<file path="src/rtl/cpu_types_pkg.sv">
// Shared CPU datapath types: register-file word/index types and the write-request record.
package cpu_types_pkg;
    localparam int REG_COUNT = 32;

    typedef logic [31:0] word_t;
    typedef logic [4:0]  regbits_t;

    typedef struct packed {
        regbits_t wsel;
        word_t    wdat;
    } rf_wr_t;

    // One-hot decode of a register index into a REG_COUNT-wide bitmap.
    function automatic logic [REG_COUNT-1:0] reg_decode(input regbits_t r);
        return {{(REG_COUNT-1){1'b0}}, 1'b1} << r;
    endfunction
endpackage

</file>
<file path="src/rtl/rf_wb_arbiter_if.sv">
// Writeback-side bundle: two requester handshakes, drain hold, register-file write port and status.
interface rf_wb_arbiter_if #(
    parameter int DEPTH = 2
) ();
    logic                            req0_valid;
    cpu_types_pkg::regbits_t         req0_wsel;
    cpu_types_pkg::word_t            req0_wdat;
    logic                            req0_ready;
    logic                            req1_valid;
    cpu_types_pkg::regbits_t         req1_wsel;
    cpu_types_pkg::word_t            req1_wdat;
    logic                            req1_ready;
    logic                            hold;
    logic                            rf_WEN;
    cpu_types_pkg::regbits_t         rf_wsel;
    cpu_types_pkg::word_t            rf_wdat;
    logic [cpu_types_pkg::REG_COUNT-1:0] pending;
    logic [$clog2(DEPTH):0]          count;

    modport slave (
        input  req0_valid, req0_wsel, req0_wdat,
        input  req1_valid, req1_wsel, req1_wdat,
        input  hold,
        output req0_ready, req1_ready,
        output rf_WEN, rf_wsel, rf_wdat, pending, count
    );

    modport master (
        output req0_valid, req0_wsel, req0_wdat,
        output req1_valid, req1_wsel, req1_wdat,
        output hold,
        input  req0_ready, req1_ready,
        input  rf_WEN, rf_wsel, rf_wdat, pending, count
    );
endinterface

</file>
<file path="src/rtl/rf_wr_fifo.sv">
// In-order queue of register-file writes with a combinational head and a per-entry valid/wsel view.
module rf_wr_fifo
    import cpu_types_pkg::*;
#(
    parameter int DEPTH = 2
) (
    input  logic                     clk,
    input  logic                     srst,
    input  logic                     push,
    input  rf_wr_t                   push_data,
    input  logic                     pop,
    output rf_wr_t                   head,
    output logic                     full,
    output logic                     empty,
    output logic [$clog2(DEPTH):0]   count,
    output logic [DEPTH-1:0]         entry_valid,
    output regbits_t [DEPTH-1:0]     entry_wsel
);
    localparam int AW = $clog2(DEPTH);
    localparam logic [AW:0] FULL_COUNT = (AW+1)'(DEPTH);

    rf_wr_t        mem_reg [DEPTH];
    logic [AW-1:0] wr_ptr_reg;
    logic [AW-1:0] rd_ptr_reg;
    logic [AW:0]   count_reg;
    logic [DEPTH-1:0] valid_reg;
    logic          do_push;
    logic          do_pop;

    assign full    = (count_reg == FULL_COUNT);
    assign empty   = (count_reg == '0);
    assign do_push = push && !full;
    assign do_pop  = pop && !empty;
    assign head    = mem_reg[rd_ptr_reg];
    assign count   = count_reg;
    assign entry_valid = valid_reg;

    always_ff @(posedge clk) begin
        if (do_push) begin
            mem_reg[wr_ptr_reg] <= push_data;
        end
    end

    always_ff @(posedge clk) begin
        if (srst) begin
            wr_ptr_reg <= '0;
            rd_ptr_reg <= '0;
            count_reg  <= '0;
        end else begin
            if (do_push) wr_ptr_reg <= wr_ptr_reg + AW'(1);
            if (do_pop)  rd_ptr_reg <= rd_ptr_reg + AW'(1);
            case ({do_push, do_pop})
                2'b10:   count_reg <= count_reg + (AW+1)'(1);
                2'b01:   count_reg <= count_reg - (AW+1)'(1);
                default: count_reg <= count_reg;
            endcase
        end
    end

    // Push and pop never hit the same slot: that needs count==0 or count==DEPTH, where one is blocked.
    for (genvar gi = 0; gi < DEPTH; gi++) begin : g_entry
        assign entry_wsel[gi] = mem_reg[gi].wsel;

        always_ff @(posedge clk) begin
            if (srst) begin
                valid_reg[gi] <= 1'b0;
            end else if (do_push && wr_ptr_reg == AW'(gi)) begin
                valid_reg[gi] <= 1'b1;
            end else if (do_pop && rd_ptr_reg == AW'(gi)) begin
                valid_reg[gi] <= 1'b0;
            end
        end
    end
endmodule

</file>
<file path="src/rtl/rf_wb_arbiter.sv">
// Round-robin arbiter sharing the register-file write port between two writeback requesters via a write queue.
module rf_wb_arbiter
    import cpu_types_pkg::*;
#(
    parameter int DEPTH = 2
) (
    input  logic              CLK,
    input  logic              RST,
    rf_wb_arbiter_if.slave    bus
);
    localparam int CW = $clog2(DEPTH) + 1;

    logic                 rr_reg;
    logic                 grant0;
    logic                 grant1;
    logic                 space;
    logic                 accept0;
    logic                 accept1;
    logic                 push;
    logic                 drain;
    rf_wr_t               acc_wr;
    rf_wr_t               head;
    logic                 fifo_full;
    logic                 fifo_empty;
    logic [CW-1:0]        fifo_count;
    logic [DEPTH-1:0]     entry_valid;
    regbits_t [DEPTH-1:0] entry_wsel;
    logic [REG_COUNT-1:0] pend_term [DEPTH];
    logic [REG_COUNT-1:0] pend_all;

    // No pass-through: a full queue refuses writes even on a cycle that drains.
    always_comb begin
        grant0      = bus.req0_valid && (!bus.req1_valid || !rr_reg);
        grant1      = bus.req1_valid && (!bus.req0_valid ||  rr_reg);
        space       = !fifo_full && !RST;
        accept0     = grant0 && space;
        accept1     = grant1 && space;
        acc_wr.wsel = accept1 ? bus.req1_wsel : bus.req0_wsel;
        acc_wr.wdat = accept1 ? bus.req1_wdat : bus.req0_wdat;
        push        = (accept0 || accept1) && (acc_wr.wsel != '0);
        drain       = !fifo_empty && !bus.hold && !RST;
    end

    always_ff @(posedge CLK) begin
        if (RST) begin
            rr_reg <= 1'b0;
        end else if (accept0) begin
            rr_reg <= 1'b1;
        end else if (accept1) begin
            rr_reg <= 1'b0;
        end
    end

    rf_wr_fifo #(
        .DEPTH(DEPTH)
    ) u_fifo (
        .clk        (CLK),
        .srst       (RST),
        .push       (push),
        .push_data  (acc_wr),
        .pop        (drain),
        .head       (head),
        .full       (fifo_full),
        .empty      (fifo_empty),
        .count      (fifo_count),
        .entry_valid(entry_valid),
        .entry_wsel (entry_wsel)
    );

    for (genvar gi = 0; gi < DEPTH; gi++) begin : g_pend
        assign pend_term[gi] = entry_valid[gi] ? reg_decode(entry_wsel[gi]) : '0;
    end

    always_comb begin
        pend_all = '0;
        for (int i = 0; i < DEPTH; i++) begin
            pend_all = pend_all | pend_term[i];
        end
    end

    assign bus.req0_ready = accept0;
    assign bus.req1_ready = accept1;
    assign bus.rf_WEN     = drain;
    assign bus.rf_wsel    = drain ? head.wsel : '0;
    assign bus.rf_wdat    = drain ? head.wdat : '0;
    assign bus.pending    = RST ? '0 : (pend_all & ~{{(REG_COUNT-1){1'b0}}, 1'b1});
    assign bus.count      = fifo_count;
endmodule
</file>
<file path="src/flat_wrapper.sv">
// flat-port wrapper written by rule: the top's interface ports become plain ports
module rf_wb_arbiter_flat import cpu_types_pkg::*;
#(
    parameter int DEPTH = 2
)
  (CLK, RST, bus_req0_valid, bus_req0_wsel, bus_req0_wdat, bus_req1_valid, bus_req1_wsel, bus_req1_wdat, bus_hold, bus_req0_ready, bus_req1_ready, bus_rf_WEN, bus_rf_wsel, bus_rf_wdat, bus_pending, bus_count);
  rf_wb_arbiter_if #(.DEPTH(DEPTH)) bus_i ();
  input  logic CLK;
  input  logic RST;
  input wire logic [$bits(bus_i.req0_valid)-1:0] bus_req0_valid;
  input wire logic [$bits(bus_i.req0_wsel)-1:0] bus_req0_wsel;
  input wire logic [$bits(bus_i.req0_wdat)-1:0] bus_req0_wdat;
  input wire logic [$bits(bus_i.req1_valid)-1:0] bus_req1_valid;
  input wire logic [$bits(bus_i.req1_wsel)-1:0] bus_req1_wsel;
  input wire logic [$bits(bus_i.req1_wdat)-1:0] bus_req1_wdat;
  input wire logic [$bits(bus_i.hold)-1:0] bus_hold;
  output wire logic [$bits(bus_i.req0_ready)-1:0] bus_req0_ready;
  output wire logic [$bits(bus_i.req1_ready)-1:0] bus_req1_ready;
  output wire logic [$bits(bus_i.rf_WEN)-1:0] bus_rf_WEN;
  output wire logic [$bits(bus_i.rf_wsel)-1:0] bus_rf_wsel;
  output wire logic [$bits(bus_i.rf_wdat)-1:0] bus_rf_wdat;
  output wire logic [$bits(bus_i.pending)-1:0] bus_pending;
  output wire logic [$bits(bus_i.count)-1:0] bus_count;
  assign bus_i.req0_valid = bus_req0_valid;
  assign bus_i.req0_wsel = bus_req0_wsel;
  assign bus_i.req0_wdat = bus_req0_wdat;
  assign bus_i.req1_valid = bus_req1_valid;
  assign bus_i.req1_wsel = bus_req1_wsel;
  assign bus_i.req1_wdat = bus_req1_wdat;
  assign bus_i.hold = bus_hold;
  assign bus_req0_ready = bus_i.req0_ready;
  assign bus_req1_ready = bus_i.req1_ready;
  assign bus_rf_WEN = bus_i.rf_WEN;
  assign bus_rf_wsel = bus_i.rf_wsel;
  assign bus_rf_wdat = bus_i.rf_wdat;
  assign bus_pending = bus_i.pending;
  assign bus_count = bus_i.count;
  rf_wb_arbiter #(.DEPTH(DEPTH)) u_core (.CLK(CLK), .RST(RST), .bus(bus_i));
endmodule
</file>
<file path="config.mk">
export PLATFORM = sky130hd
export DESIGN_NAME = rf_wb_arbiter_flat
export DESIGN_NICKNAME = d
export VERILOG_FILES = /design/src/rtl/cpu_types_pkg.sv /design/src/rtl/rf_wb_arbiter_if.sv /design/src/rtl/rf_wr_fifo.sv /design/src/rtl/rf_wb_arbiter.sv /design/src/flat_wrapper.sv
export SDC_FILE = /design/constraint.sdc
export NUM_CORES = 1
export LEC_CHECK = 0
export ABC_AREA = 1
export CAP_MARGIN = 20
export CORE_ASPECT_RATIO = 1.2
export CORE_UTILIZATION = 35
export DETAILED_ROUTE_END_ITERATION = 10
export PLACE_DENSITY_LB_ADDON = 0.3
export SYNTH_ARGS = -nofsm -noshare
export SYNTH_HDL_FRONTEND = slang
export SYNTH_SLANG_ARGS = --single-unit
</file>
<file path="constraint.sdc">
create_clock -name CLK -period 2.9 [get_ports CLK]
set_input_delay 0.87 -clock CLK [delete_from_list [all_inputs] [get_ports CLK]]
set_output_delay 0.87 -clock CLK [all_outputs]
set_load 0.01 [all_outputs]
</file>
==> impl_results.md <==
* Hold Slack at 0.534 ns
* Vias in the first global route at about 4200
* Period utilization at 1.05
* Adder-Cell Fraction of Synth Area at 0.00861
* CP startpoint kind: flip-flop
* Hold buffers post-CTS at 0
* Main synth FF type: edfxtp_1
* Share of the synthesized area in the top cell type at 0.509
* Final hold violations at 0
* Total of max-cap violations at 0
* Post-synthesis mux area share at 0
* Layout cells sized above 1 at 0.247
* CP required at around 2.0 ns
* Asr flop ratio synth at 0
* Largest net degree at the start of global routing at 37
* NumNets Final at between 700 and 800
* Vias/cell at between 5 and 6
* Clock Path Buffers at 2
* CTS tree: built
* Syn Area/Cell at just over 8 um2
* All-Layer GR Usage at 0.196
* Most frequent cells after synthesis: 227 x nand2_1, 74 x edfxtp_1, 65 x a21oi_1, 31 x nor2_1, 25 x inv_1
* Register bit total from synthesis at 82
* Total power at 3.24 mW
* YS warnings at 0
* Top-count cell post-synth: nand2_1
* Status: finished with violations
* Ports at around 150
* First-pass GRT wire length at between 20 and 25 mm
* CP Capture Type: output port
* Synth area leaders: edfxtp_1 51%, nand2_1 20%, a21oi_1 7.5%
* Fin. max-slew vios at 0
* Max reg flops at 74
* Core Footprint at between 10000 and 15000 um2
* Lkg Pwr at ~3.1 nW
* Setup Crit Path Kind: reg -> out
* Die Y at 124 um
* Chip Width at roughly 100 um
* Htree depth at 3
* Worst-path clk slew at 0.06 ns
* Max Clk Rate at roughly 330 MHz
* Vias at about 4400
* Final setup violation count at 4
* Largest area contributor in the netlist: edfxtp_1
* Number of diodes at 0
* Crit path DAT at ~2.2 ns
* Min cycle time layout at 3.05 ns
* Post-Synth XOR/XNOR Area at 0
* Routed WL per cell at between 15 and 20 um
* RSZ-0062 raised after global routing: true
* Compound-Gate Fraction of Synth Area at 0.0995
* Synth Cell Area at 4360 um2
* Clk_lat worst skew at roughly 0.33 ns
* Max VDD drop at between 0.0003 and 0.0004 V
* Worst Skew at 0.00844 ns
* Area Overhead vs Synth at 60.9%
* Initial antenna violation count at 0
* Simple-Gate Fraction of Synth Area at 0.286
* Finished Layout Cells at approximately 900
* Cts bufs inserted at 9
* Post-route setup slack at -0.147 ns
* DP Cell Count at between 800 and 900
* Cell row count at between 40 and 50
* CTS Sinks at 82
* Main combinational cell family by area after synthesis: simple AND/OR/NAND/NOR gates
* Post-Syn Nets at roughly 600
* Clock root buffer: clkbuf_16
* Final wirelength at around 13 mm
* Power Density at approximately 460 nW/um2
* Netlist cell types at 31
* Starting DRT DRC Count at 151
* DRC Markers at 0
* Peak fanout along the critical path at 6
* Full die area at around 13000 um2
* Hold/Removal Path Class: reg -> reg
* Routability cong. at between 0.8 and 0.9
* Failing checks: negative setup slack
* Register area share after synthesis at 0.546
* Initial DRT Pass Iterations at 5
* IO buf count at around 150
* DRT antenna net count at 0
* Post-DP HPWL at around 8.8 mm
* Grt total ovfl at 0
* Mapped Cells at 534
* Post-synth EDFFs at 74
* Initial Util at 0.360
cell type report:
class                           count  area, um2
Clock buffer                       11        233
Clock inverter                      5       31.3
Fill cell                        1092       5090
Inverter                           30        131
Multi-Input combinational cell    389       2030
Sequential cell                    82       2380
Tap cell                          161        201
Timing Repair Buffer              204       2010
kinds of logic (layout without fill, tap and decap cells):
kind of cell | count (synthesis) | count (layout)
other | 1 | 1
DFF | 82 | 82
and+or+nand+nor | 306 | 306
AOI/OAI and AO/OA | 79 | 79
adders and majority gates | 3 | 3
buffers and inverters | 63 | 250
metrics by stage:
| stage | TNS (ns) | setup slack, ns | util | area [um2] |
|---|---|---|---|---|
| 2_1_floorplan | 0 | 0.123 | - | 4360 |
| 3_3_place_gp | -62.95 | -0.672 | 0.514 | 6220 |
| 3_5_place_dp | -67.67 | -0.707 | 0.514 | 6220 |
| 4_1_cts | -1.00 | -0.116 | 0.553 | 6700 |
| 5_1_grt | -0.731 | -0.263 | 0.579 | 7020 |
| 6_report | -0.185 | -0.147 | 0.579 | 7020 |
placed cells by master, fill, tap and decap left out, types with 6 or more instances in the layout:
| cell type | n |
|---|---|
| a21oi_1 | 47 |
| a21oi_2 | 17 |
| buf_12 | 6 |
| buf_2 | 22 |
| buf_4 | 40 |
| clkbuf_16 | 10 |
| clkdlybuf4s15_2 | 15 |
| clkdlybuf4s50_1 | 84 |
| dfxtp_1 | 7 |
| dlygate4sd2_1 | 6 |
| dlymetal6s2s_1 | 19 |
| edfxtp_1 | 74 |
| inv_1 | 17 |
| nand2_1 | 227 |
| nand2_2 | 7 |
| nand3_1 | 6 |
| nor2_1 | 24 |
| nor2_2 | 9 |
| nor3_1 | 8 |
| nor4_4 | 8 |
power by group:
group | switching [mW] | total (mW) | internal (mW) | leakage, nW
registers | 0.0421 | 1.46 | 1.42 | 0.752
logic | 0.441 | 0.786 | 0.345 | 2.19
clock network | 0.422 | 0.997 | 0.575 | 0.121
total | 0.905 | 3.24 | 2.34 | 3.06
worst max-delay path: stages, from the launching register on:
cell	delay (ns)
edfxtp_1	0.41
clkinvlp_4	0.17
buf_12	0.17
nor4_4	0.30
nand2_1	0.09
a21oi_1	0.16
clkdlybuf4s50_1	0.55
what timing repair did:
| action | 4_1_cts | 5_1_grt |
|---|---|---|
| cloned | 3 | 1 |
| buffers inserted | 6 | 8 |
| pin swaps | 1 | 1 |
| endpoints found under the setup margin | 147 | 85 |
| resized for setup | 191 | 64 |
| endpoints found under the hold margin | 0 | 0 |
final timing paths:
kind                                                    from                      to  slack, ns  cells past startpoint
worst max-delay path            u_core.u_fifo.mem_reg[0][35]         bus_pending[27]      -0.15                      6
worst min-delay path                           u_core.rr_reg           u_core.rr_reg       0.53                      2
worst max register to register        u_core.u_fifo.count[0]  u_core.u_fifo.count[1]       0.76                     14
worst min register to register                 u_core.rr_reg           u_core.rr_reg       0.53                      2
routing by layer:
layer  up-vias  share of wire  GRT usage
li1       2139              -          -
met1      2057           0.39      0.217
met2       208           0.52      0.362
met3        30          0.076     0.0565
met4         0          0.018     0.0571
met5         -              0          0
Note: power is estimated with default switching activity, not from simulation.
